===== config.mk =====
export PLATFORM = sky130hd
export DESIGN_NAME = preamble_inserter
export DESIGN_NICKNAME = d
export VERILOG_FILES = /design/src/rtl/preamble_pkg.sv /design/src/rtl/preamble_table.sv /design/src/rtl/preamble_inserter.sv
export SDC_FILE = /design/constraint.sdc
export NUM_CORES = 1
export LEC_CHECK = 0
export ABC_AREA = 1
export BUFFER_PORTS_ARGS = -buffer_cell sky130_fd_sc_hd__buf_2
export CAP_MARGIN = 20
export CORE_MARGIN = 4
export CORE_UTILIZATION = 50
export CTS_CLUSTER_DIAMETER = 60
export DETAILED_ROUTE_END_ITERATION = 8
export PLACE_DENSITY = 0.78
export SYNTH_ARGS = -nofsm -noshare
export SYNTH_HDL_FRONTEND = slang
export SYNTH_SLANG_ARGS = --single-unit

===== constraint.sdc =====
create_clock -name ACLK -period 2.72 [get_ports ACLK]
set_input_delay 0.544 -clock ACLK [delete_from_list [all_inputs] [get_ports ACLK]]
set_output_delay 0.544 -clock ACLK [all_outputs]
set_load 0.05 [all_outputs]

===== src/rtl/preamble_pkg.sv =====
// Shared types and helpers for the AXI4-Stream preamble inserter.
package preamble_pkg;

  typedef enum logic [1:0] {
    IDLE,
    PREAMBLE,
    PAYLOAD
  } state_t;

  localparam int CNT_W = 16;

  function automatic logic lenValid(
    input int unsigned len,
    input int unsigned maxLen
  );
    return (len != 0) && (len <= maxLen);
  endfunction

endpackage


===== src/rtl/preamble_table.sv =====
// Preamble word store: synchronous write, asynchronous read.
// Contents are intentionally not reset.
module preamble_table
  import preamble_pkg::*;
#(
  parameter int DATA_WIDTH = 32,
  parameter int DEPTH = 16,
  localparam int AW = $clog2(DEPTH)
) (
  input  logic                  clk,
  input  logic                  wrEn,
  input  logic [AW-1:0]         wrAddr,
  input  logic [DATA_WIDTH-1:0] wrData,
  input  logic [AW-1:0]         rdAddr,
  output logic [DATA_WIDTH-1:0] rdData
);

  logic [DATA_WIDTH-1:0] mem [DEPTH];

  always_ff @(posedge clk) begin
    if (wrEn) mem[wrAddr] <= wrData;
  end

  assign rdData = mem[rdAddr];

endmodule


===== src/rtl/preamble_inserter.sv =====
// AXI4-Stream preamble inserter: prepends a programmable word table
// to packets, per packet or once per enable.
module preamble_inserter
  import preamble_pkg::*;
#(
  parameter int DATA_WIDTH = 32,
  parameter int MAX_PRE_LEN = 16,
  parameter int LEN_W = $clog2(MAX_PRE_LEN + 1)
) (
  input  logic                           ACLK,
  input  logic                           ARESET,
  input  logic                           cfg_enable,
  input  logic                           cfg_mode,
  input  logic [LEN_W-1:0]               cfg_pre_len,
  input  logic                           cfg_wr_en,
  input  logic [$clog2(MAX_PRE_LEN)-1:0] cfg_wr_addr,
  input  logic [DATA_WIDTH-1:0]          cfg_wr_data,
  input  logic [DATA_WIDTH-1:0]          s_axis_tdata,
  input  logic                           s_axis_tvalid,
  input  logic                           s_axis_tlast,
  output logic                           s_axis_tready,
  output logic [DATA_WIDTH-1:0]          m_axis_tdata,
  output logic                           m_axis_tvalid,
  output logic                           m_axis_tlast,
  output logic                           m_axis_tuser,
  input  logic                           m_axis_tready,
  output logic                           busy,
  output logic [CNT_W-1:0]               pkt_count
);

  localparam int AW = $clog2(MAX_PRE_LEN);

  state_t                state;
  state_t                stateNxt;
  logic [AW-1:0]         idx;
  logic [AW-1:0]         idxNxt;
  logic [LEN_W-1:0]      lenSh;
  logic [LEN_W-1:0]      lenShNxt;
  logic                  modeSh;
  logic                  modeShNxt;
  logic                  armed;
  logic                  armedNxt;
  logic                  enPrev;
  logic [DATA_WIDTH-1:0] dataNxt;
  logic                  validNxt;
  logic                  lastNxt;
  logic                  userNxt;
  logic [CNT_W-1:0]      cntNxt;
  logic [DATA_WIDTH-1:0] tblWord;
  logic                  load;
  logic                  preDue;
  logic                  preDone;

  preamble_table #(
    .DATA_WIDTH(DATA_WIDTH),
    .DEPTH     (MAX_PRE_LEN)
  ) u_table (
    .clk   (ACLK),
    .wrEn  (cfg_wr_en),
    .wrAddr(cfg_wr_addr),
    .wrData(cfg_wr_data),
    .rdAddr(idx),
    .rdData(tblWord)
  );

  assign load = !m_axis_tvalid || m_axis_tready;
  assign busy = (state != IDLE);

  assign preDue = cfg_enable
                && lenValid(32'(cfg_pre_len), MAX_PRE_LEN)
                && (!cfg_mode || armed);

  assign preDone = (state == PREAMBLE) && load
                 && (LEN_W'(idx) == lenSh - LEN_W'(1));

  // Disable wins, then a fresh rising edge, then one-shot consumption
  always_comb begin
    armedNxt = armed;
    if (!cfg_enable)            armedNxt = 1'b0;
    else if (!enPrev)           armedNxt = 1'b1;
    else if (preDone && modeSh) armedNxt = 1'b0;
  end

  always_comb begin
    stateNxt      = state;
    idxNxt        = idx;
    lenShNxt      = lenSh;
    modeShNxt     = modeSh;
    dataNxt       = m_axis_tdata;
    validNxt      = m_axis_tvalid;
    lastNxt       = m_axis_tlast;
    userNxt       = m_axis_tuser;
    cntNxt        = pkt_count;
    s_axis_tready = 1'b0;
    if (load) validNxt = 1'b0;
    unique case (state)
      IDLE: begin
        if (s_axis_tvalid) begin
          lenShNxt  = cfg_pre_len;
          modeShNxt = cfg_mode;
          idxNxt    = '0;
          stateNxt  = preDue ? PREAMBLE : PAYLOAD;
        end
      end
      PREAMBLE: begin
        if (load) begin
          validNxt = 1'b1;
          dataNxt  = tblWord;
          userNxt  = 1'b1;
          lastNxt  = 1'b0;
          if (preDone) stateNxt = PAYLOAD;
          else         idxNxt   = idx + AW'(1);
        end
      end
      PAYLOAD: begin
        s_axis_tready = load;
        if (load && s_axis_tvalid) begin
          validNxt = 1'b1;
          dataNxt  = s_axis_tdata;
          lastNxt  = s_axis_tlast;
          userNxt  = 1'b0;
          if (s_axis_tlast) begin
            stateNxt = IDLE;
            cntNxt   = pkt_count + CNT_W'(1);
          end
        end
      end
      default: stateNxt = IDLE;
    endcase
  end

  always_ff @(posedge ACLK or posedge ARESET) begin
    if (ARESET) begin
      state         <= IDLE;
      idx           <= '0;
      lenSh         <= '0;
      modeSh        <= 1'b0;
      armed         <= 1'b0;
      enPrev        <= 1'b0;
      m_axis_tdata  <= '0;
      m_axis_tvalid <= 1'b0;
      m_axis_tlast  <= 1'b0;
      m_axis_tuser  <= 1'b0;
      pkt_count     <= '0;
    end else begin
      state         <= stateNxt;
      idx           <= idxNxt;
      lenSh         <= lenShNxt;
      modeSh        <= modeShNxt;
      armed         <= armedNxt;
      enPrev        <= cfg_enable;
      m_axis_tdata  <= dataNxt;
      m_axis_tvalid <= validNxt;
      m_axis_tlast  <= lastNxt;
      m_axis_tuser  <= userNxt;
      pkt_count     <= cntNxt;
    end
  end

endmodule


# [Word level (Yosys, flattened, before mapping)]
# Memories as Yosys holds them, arrays and structs flattened.
# Cells that the tools add are included.
[totals] memories=1 ff_bits=65 mem_bits_rw=512 out_inout_bits=53 inputBits=81 elab_cells=77
[op_classes] order_cmp=1 eq_ne=10 n_reduce_logical=21 muxes=30 n_addsub=3
[memory_table] name="u_table.mem" depth=16 word_bits=32 rd=1 rd_clocked_by_memory_dff=0 wr=1 line_no="preamble_table.sv:18" rtl="logic [DATA_WIDTH-1:0] mem [DEPTH];"
[ops] cell="two-way mux 32 bit" n=2
[ops] cell="case mux 32 bit (2 select lines)" n=1
[ops] cell="adder 16 x 1 -> 16 bit, second input constant" n=1
[ops] cell="two-way mux 1 bit" n=13
[ops] cell="two-way mux 2 bit" n=6
[ops] cell="two-way mux 4 bit" n=3
[ops] cell="!= test 2 bit, second input constant" n=6
[ops] cell="case mux 4 bit (2 select lines)" n=1
[ops] cell="logical AND 1 bit" n=7
[ops] cell="case mux 1 bit (2 select lines)" n=3
[ops] cell="case mux 2 bit (3 select lines)" n=1
[ops] cell="AND reduction 3 bit" n=2
[ops] cell="nonzero test 2 bit" n=3
[ops] cell="== test 4 x 5 -> 1 bit" n=1
[ops] cell="<= comparator 5 bit, second input constant" n=1
[ops] cell="AND reduction 5 bit" n=1
[ops] cell="nonzero test 5 bit" n=1
[ops] cell="subtractor 5 x 1 -> 5 bit, second input constant" n=1
[ops] cell="adder 4 x 1 -> 4 bit, second input constant" n=1
[ops] cell="AND reduction 4 bit" n=1
[ops] cell="!= test 3 x 2 -> 1 bit, second input constant" n=1
[ops] cell="== test 2 x 1 -> 1 bit, second input constant" n=1
[ops] cell="== test 2 bit, second input constant" n=1
[ops] cell="zero test 1 bit" n=2
[ops] cell="3 further kinds" n=4

# [Longest topological paths before layout]
[logic_depth] depth_word=8 ltp_mapped=13

# [Hierarchy]
# Synthesis repeated with hierarchy kept, for this count alone.
[unflattened] hier_cells=2495 hier_area_um2=25474.4
[modules_own_cells] mod="preamble_table" cells_per_inst=2088 seq_area_each_um2=15374.7 area_per_inst_um2=22089.9 instances=1
[modules_own_cells] mod="preamble_inserter" cells_per_inst=407 seq_area_each_um2=1626.6 area_per_inst_um2=3384.5 instances=1

# [Worst setup path before layout]
# OpenSTA, ideal clock, no wires.
[synth_timing] path_type="input port to flip-flop" from="input cfg_wr_addr[2]" to="memory u_table.mem[10][0], enable pin" path_stages=2 arrival_ns=2.116 slack_ns=0.183 required_time_ns=2.299 setup_ns=0.421 path_buffers=0 path_cell_list="nand3b_1 -> nor2_1"
[synth_rtl] element="start: declaration" line_no="preamble_inserter.sv:16" rtl="input logic [$clog2(MAX_PRE_LEN)-1:0] cfg_wr_addr,"
[synth_rtl] element="end: declaration" line_no="preamble_table.sv:18"
# Straight into the memory's write port.

# [Final worst setup path]
[layout_timing] from="register state[0]" to="output s_axis_tready"
[layout_between] elab_chain_len=2
[layout_rtl] element="start: declaration" line_no="preamble_inserter.sv:33" rtl="state_t state;"
[layout_rtl] element="start signal: assignment" line_no="preamble_inserter.sv:146" rtl="state <= stateNxt;"
[layout_rtl] element="== test 2 bit" line_no="preamble_inserter.sv:96" rtl="unique case (state)"
[layout_rtl] element="two-way mux 1 bit" line_no="preamble_inserter.sv:96"
[layout_rtl] element="end: declaration" line_no="preamble_inserter.sv:21" rtl="output logic s_axis_tready,"
# No other way between the ends.

==> metrics.txt <==
number of hold buffers added after cts=0; Post-CTS Setup Bufs=0; clock root buffer master=sky130_fd_sc_hd__clkbuf_16; total detailed-routing wirelength=62.0 mm; number of max-cap violations=0; Boundary Pins=134; worst min-delay path class=in2reg; normalized max-slew margin=43.5%; Cell Area, Synth=24500 um2; total placed cells including tap cells=3014; DRC errors left=0; remaining global-route overflow=0; async set or reset register ratio after synthesis=11.3%; static leakage=11.1 nW; CTS H-tree depth=2; crit path setup slack, layout=0.385 ns; main combinational cell family by area after synthesis=simple AND/OR/NAND/NOR gates; vias in the first global route=16589; Yosys warning total=0; row count=80; fraction of layout cells with a size suffix above 1=12.6%; number of buffers created by CTS=53; die extent in y=229 um; Area Growth Syn to Fin=13.3%; drt initial violations=2076; cell area after layout=27800 um2; register area share after synthesis=69.3%; clock transition at the register clock pins on the worst setup and hold paths after CTS=0.06 ns; worst flop-to-flop path endpoint=m_axis_tdata[4]; Compound-Gate Fraction of Synth Area=4.20%; critical-path maximum fanout=13; multiplexer area fraction after synthesis=0.0459%; CP Capture Point=s_axis_tready; most frequent standard cell in the layout excluding fill and tap cells=sky130_fd_sc_hd__nand2_1; highest-count cells in the layout ignoring fill and taps=527 x sky130_fd_sc_hd__nand2_1, 512 x sky130_fd_sc_hd__edfxtp_1, 308 x sky130_fd_sc_hd__nand3_1, 247 x sky130_fd_sc_hd__nor2_1, 238 x sky130_fd_sc_hd__inv_1; number of antenna violations at the first check in global routing=9; worst endpoint data arrival time=1.79 ns; Critical path origin=state[0]; outcome=finished, final reports clean; Avg Vias per Cell=5.52; critical path start-end classification=reg2out; launching element type of the critical path=flop; transition time at the pin with the least slew margin=0.847 ns; Net count, final=2500; standard cell core area=48100 um2; count of cell types in the netlist=30; Reg2Reg Setup Slack=0.40 ns; relative contribution of sequential cells to total power=42.6%; weighted congestion at the end of routability-driven global placement=0.866; Skew-Pair Late Insertion Delay=0.60 ns; part of the total power dissipated in combinational logic=29.3%; detail-routed net length per standard cell=19.9 um; final design utilization=57.7%; FF-to-FF path depth=9; antenna-violating nets left=0; CTS max path bufs=3; maximum VDD drop=0.622 mV; internal power component=16.0 mW; clock sink count=577; number of buffer cells added on primary ports=133; die width=229 um; setup repair after global routing missed its margin=no; post-layout instance count excluding filler cells=3115; max-slew violation total from the final report=0; total design power=24.9 mW; number of nets in the synthesized netlist=2377; top_reg_cell synth=sky130_fd_sc_hd__edfxtp_1; Final Skew=0.0271 ns; top achievable clock speed=428 MHz; area share of fa/ha/maj cells after synthesis=0.306%; global-route wire length before repair=95.1 mm; fraction of synthesized cell area in xor and xnor cells=0.571%; post-place instance area=26200 um2; total via count in the routed design=17206; power dissipated by switching net loads=8.91 mW; post-synthesis sequential element count=577; number of enable flip-flop cells after synthesis=512; final critical-path share of the clock period=85.8%; clock share of power=28.1%; Critical Path End Type=primary output; CTS tree=done; Initial Util=50.9%; Power per Cell Area=895 nW/um2; Final Critical Period=2.33 ns; maximum number of pins on one net before global-route repair=151; router iterations before antenna repair=7; placed wire-length estimate=36.9 mm; required time worst endpoint=2.18 ns; total routing resource utilization after global routing=22.9%; Worst R2R Start=state[1]; syn avg cell area=10.7 um2; die area=52700 um2; cell count after synthesis=2290; switching power as a share of total power=35.8%; count of endpoints failing setup in the final report=0; post-synthesis simple-gate area fraction=19.3%; final hold viol count=0; Setup Slack @ Placement=-0.0186 ns
stage by stage:
stage / TNS, ns / hold WS [ns]
finish: 0 / 0.111
global route: 0 / 0.0951
CTS: 0 / 0.0866
detailed placement: -0.0186 / 0.459
global placement: 0 / 0.443
floorplan: 0 / 0.425
power by group through the flow:
stage | combinational (mW) | sequential [mW] | clock (mW)
final | 7.29 | 10.6 | 7.00
after global routing | 7.97 | 10.6 | 7.46
after CTS | 7.23 | 10.6 | 7.07
after detailed placement | 7.18 | 10.8 | 0
after global placement | 7.00 | 10.7 | 0
after floorplan | 4.18 | 11.8 | 0
cell type report:
class	count	area, um2
Fill cell	3742	20300
Sequential cell	577	17000
Multi-Input combinational cell	1345	6100
Clock buffer	61	1360
Timing Repair Buffer	190	1290
Inverter	246	933
Tap cell	656	821
Clock inverter	37	277
Antenna cell	3	7.51
layer usage:
metal,GRT usage [%],wire [um],vias to the layer above,part of all wire (%)
met5,0,68,-,0.11
met4,6.35,1480,10,2.4
met2,37.1,29300,955,47
met3,5.82,6980,123,11
li1,-,-,7904,-
met1,31.1,24200,8214,39
sequential cells by signal, summed over array words and instances (netlist names):
signal and cells:
u_table.mem 512, m_axis_tdata 32, pkt_count 16, lenSh 5
idx 4, state 2, armed 1, enPrev 1
m_axis_tlast 1, m_axis_tuser 1, m_axis_tvalid 1, modeSh 1
worst min path at each step:
stage	from	endpoint	slack (ns)	cells past startpoint
final	cfg_enable	enPrev	0.11	1
after global routing	cfg_enable	enPrev	0.1	1
after CTS	cfg_enable	enPrev	0.09	1
after detailed placement	enPrev	armed	0.46	1
after global placement	enPrev	armed	0.44	1
after floorplan	enPrev	armed	0.42	1
Yosys cell counts, types with 8 or more instances:
| master | n | share of area (%) |
|---|---|---|
| sky130_fd_sc_hd__a21oi_1 | 37 | 0.75 |
| sky130_fd_sc_hd__buf_1 | 18 | 0.28 |
| sky130_fd_sc_hd__buf_2 | 48 | 0.98 |
| sky130_fd_sc_hd__buf_6 | 13 | 0.60 |
| sky130_fd_sc_hd__clkbuf_1 | 40 | 0.61 |
| sky130_fd_sc_hd__dfrtp_1 | 65 | 6.6 |
| sky130_fd_sc_hd__edfxtp_1 | 512 | 63 |
| sky130_fd_sc_hd__inv_1 | 242 | 3.7 |
| sky130_fd_sc_hd__nand2_1 | 527 | 8.1 |
| sky130_fd_sc_hd__nand3_1 | 308 | 6.3 |
| sky130_fd_sc_hd__nor2_1 | 264 | 4.0 |
| sky130_fd_sc_hd__nor3_1 | 8 | 0.16 |
| sky130_fd_sc_hd__o211ai_1 | 32 | 0.98 |
| sky130_fd_sc_hd__o21ai_0 | 108 | 2.2 |
| sky130_fd_sc_hd__o21ai_1 | 10 | 0.20 |
| sky130_fd_sc_hd__or2_2 | 15 | 0.38 |
| sky130_fd_sc_hd__xor2_1 | 13 | 0.46 |
cells by family after synthesis:
kind of cell / after synthesis
XOR/XNOR: 16
flip-flops: 577
multiplexers: 1
AO/OA/AOI/OAI: 189
adder cells (fa/ha/maj): 6
AND/OR/NAND/NOR: 1133
buffers and inverters: 368
worst max-delay path: stages (launching register included):
cell	delay, ns
sky130_fd_sc_hd__dfrtp_1	0.40
sky130_fd_sc_hd__inv_1	0.09
sky130_fd_sc_hd__ha_1	0.18
sky130_fd_sc_hd__inv_2	0.11
sky130_fd_sc_hd__nor2_1	0.15
sky130_fd_sc_hd__buf_2	0.28
what timing repair did:
item,in CTS,in global routing
setup endpoints to repair,2,33
endpoints found under the hold margin,0,0
resized for setup,1,1
(Power assumes the default switching activity.)
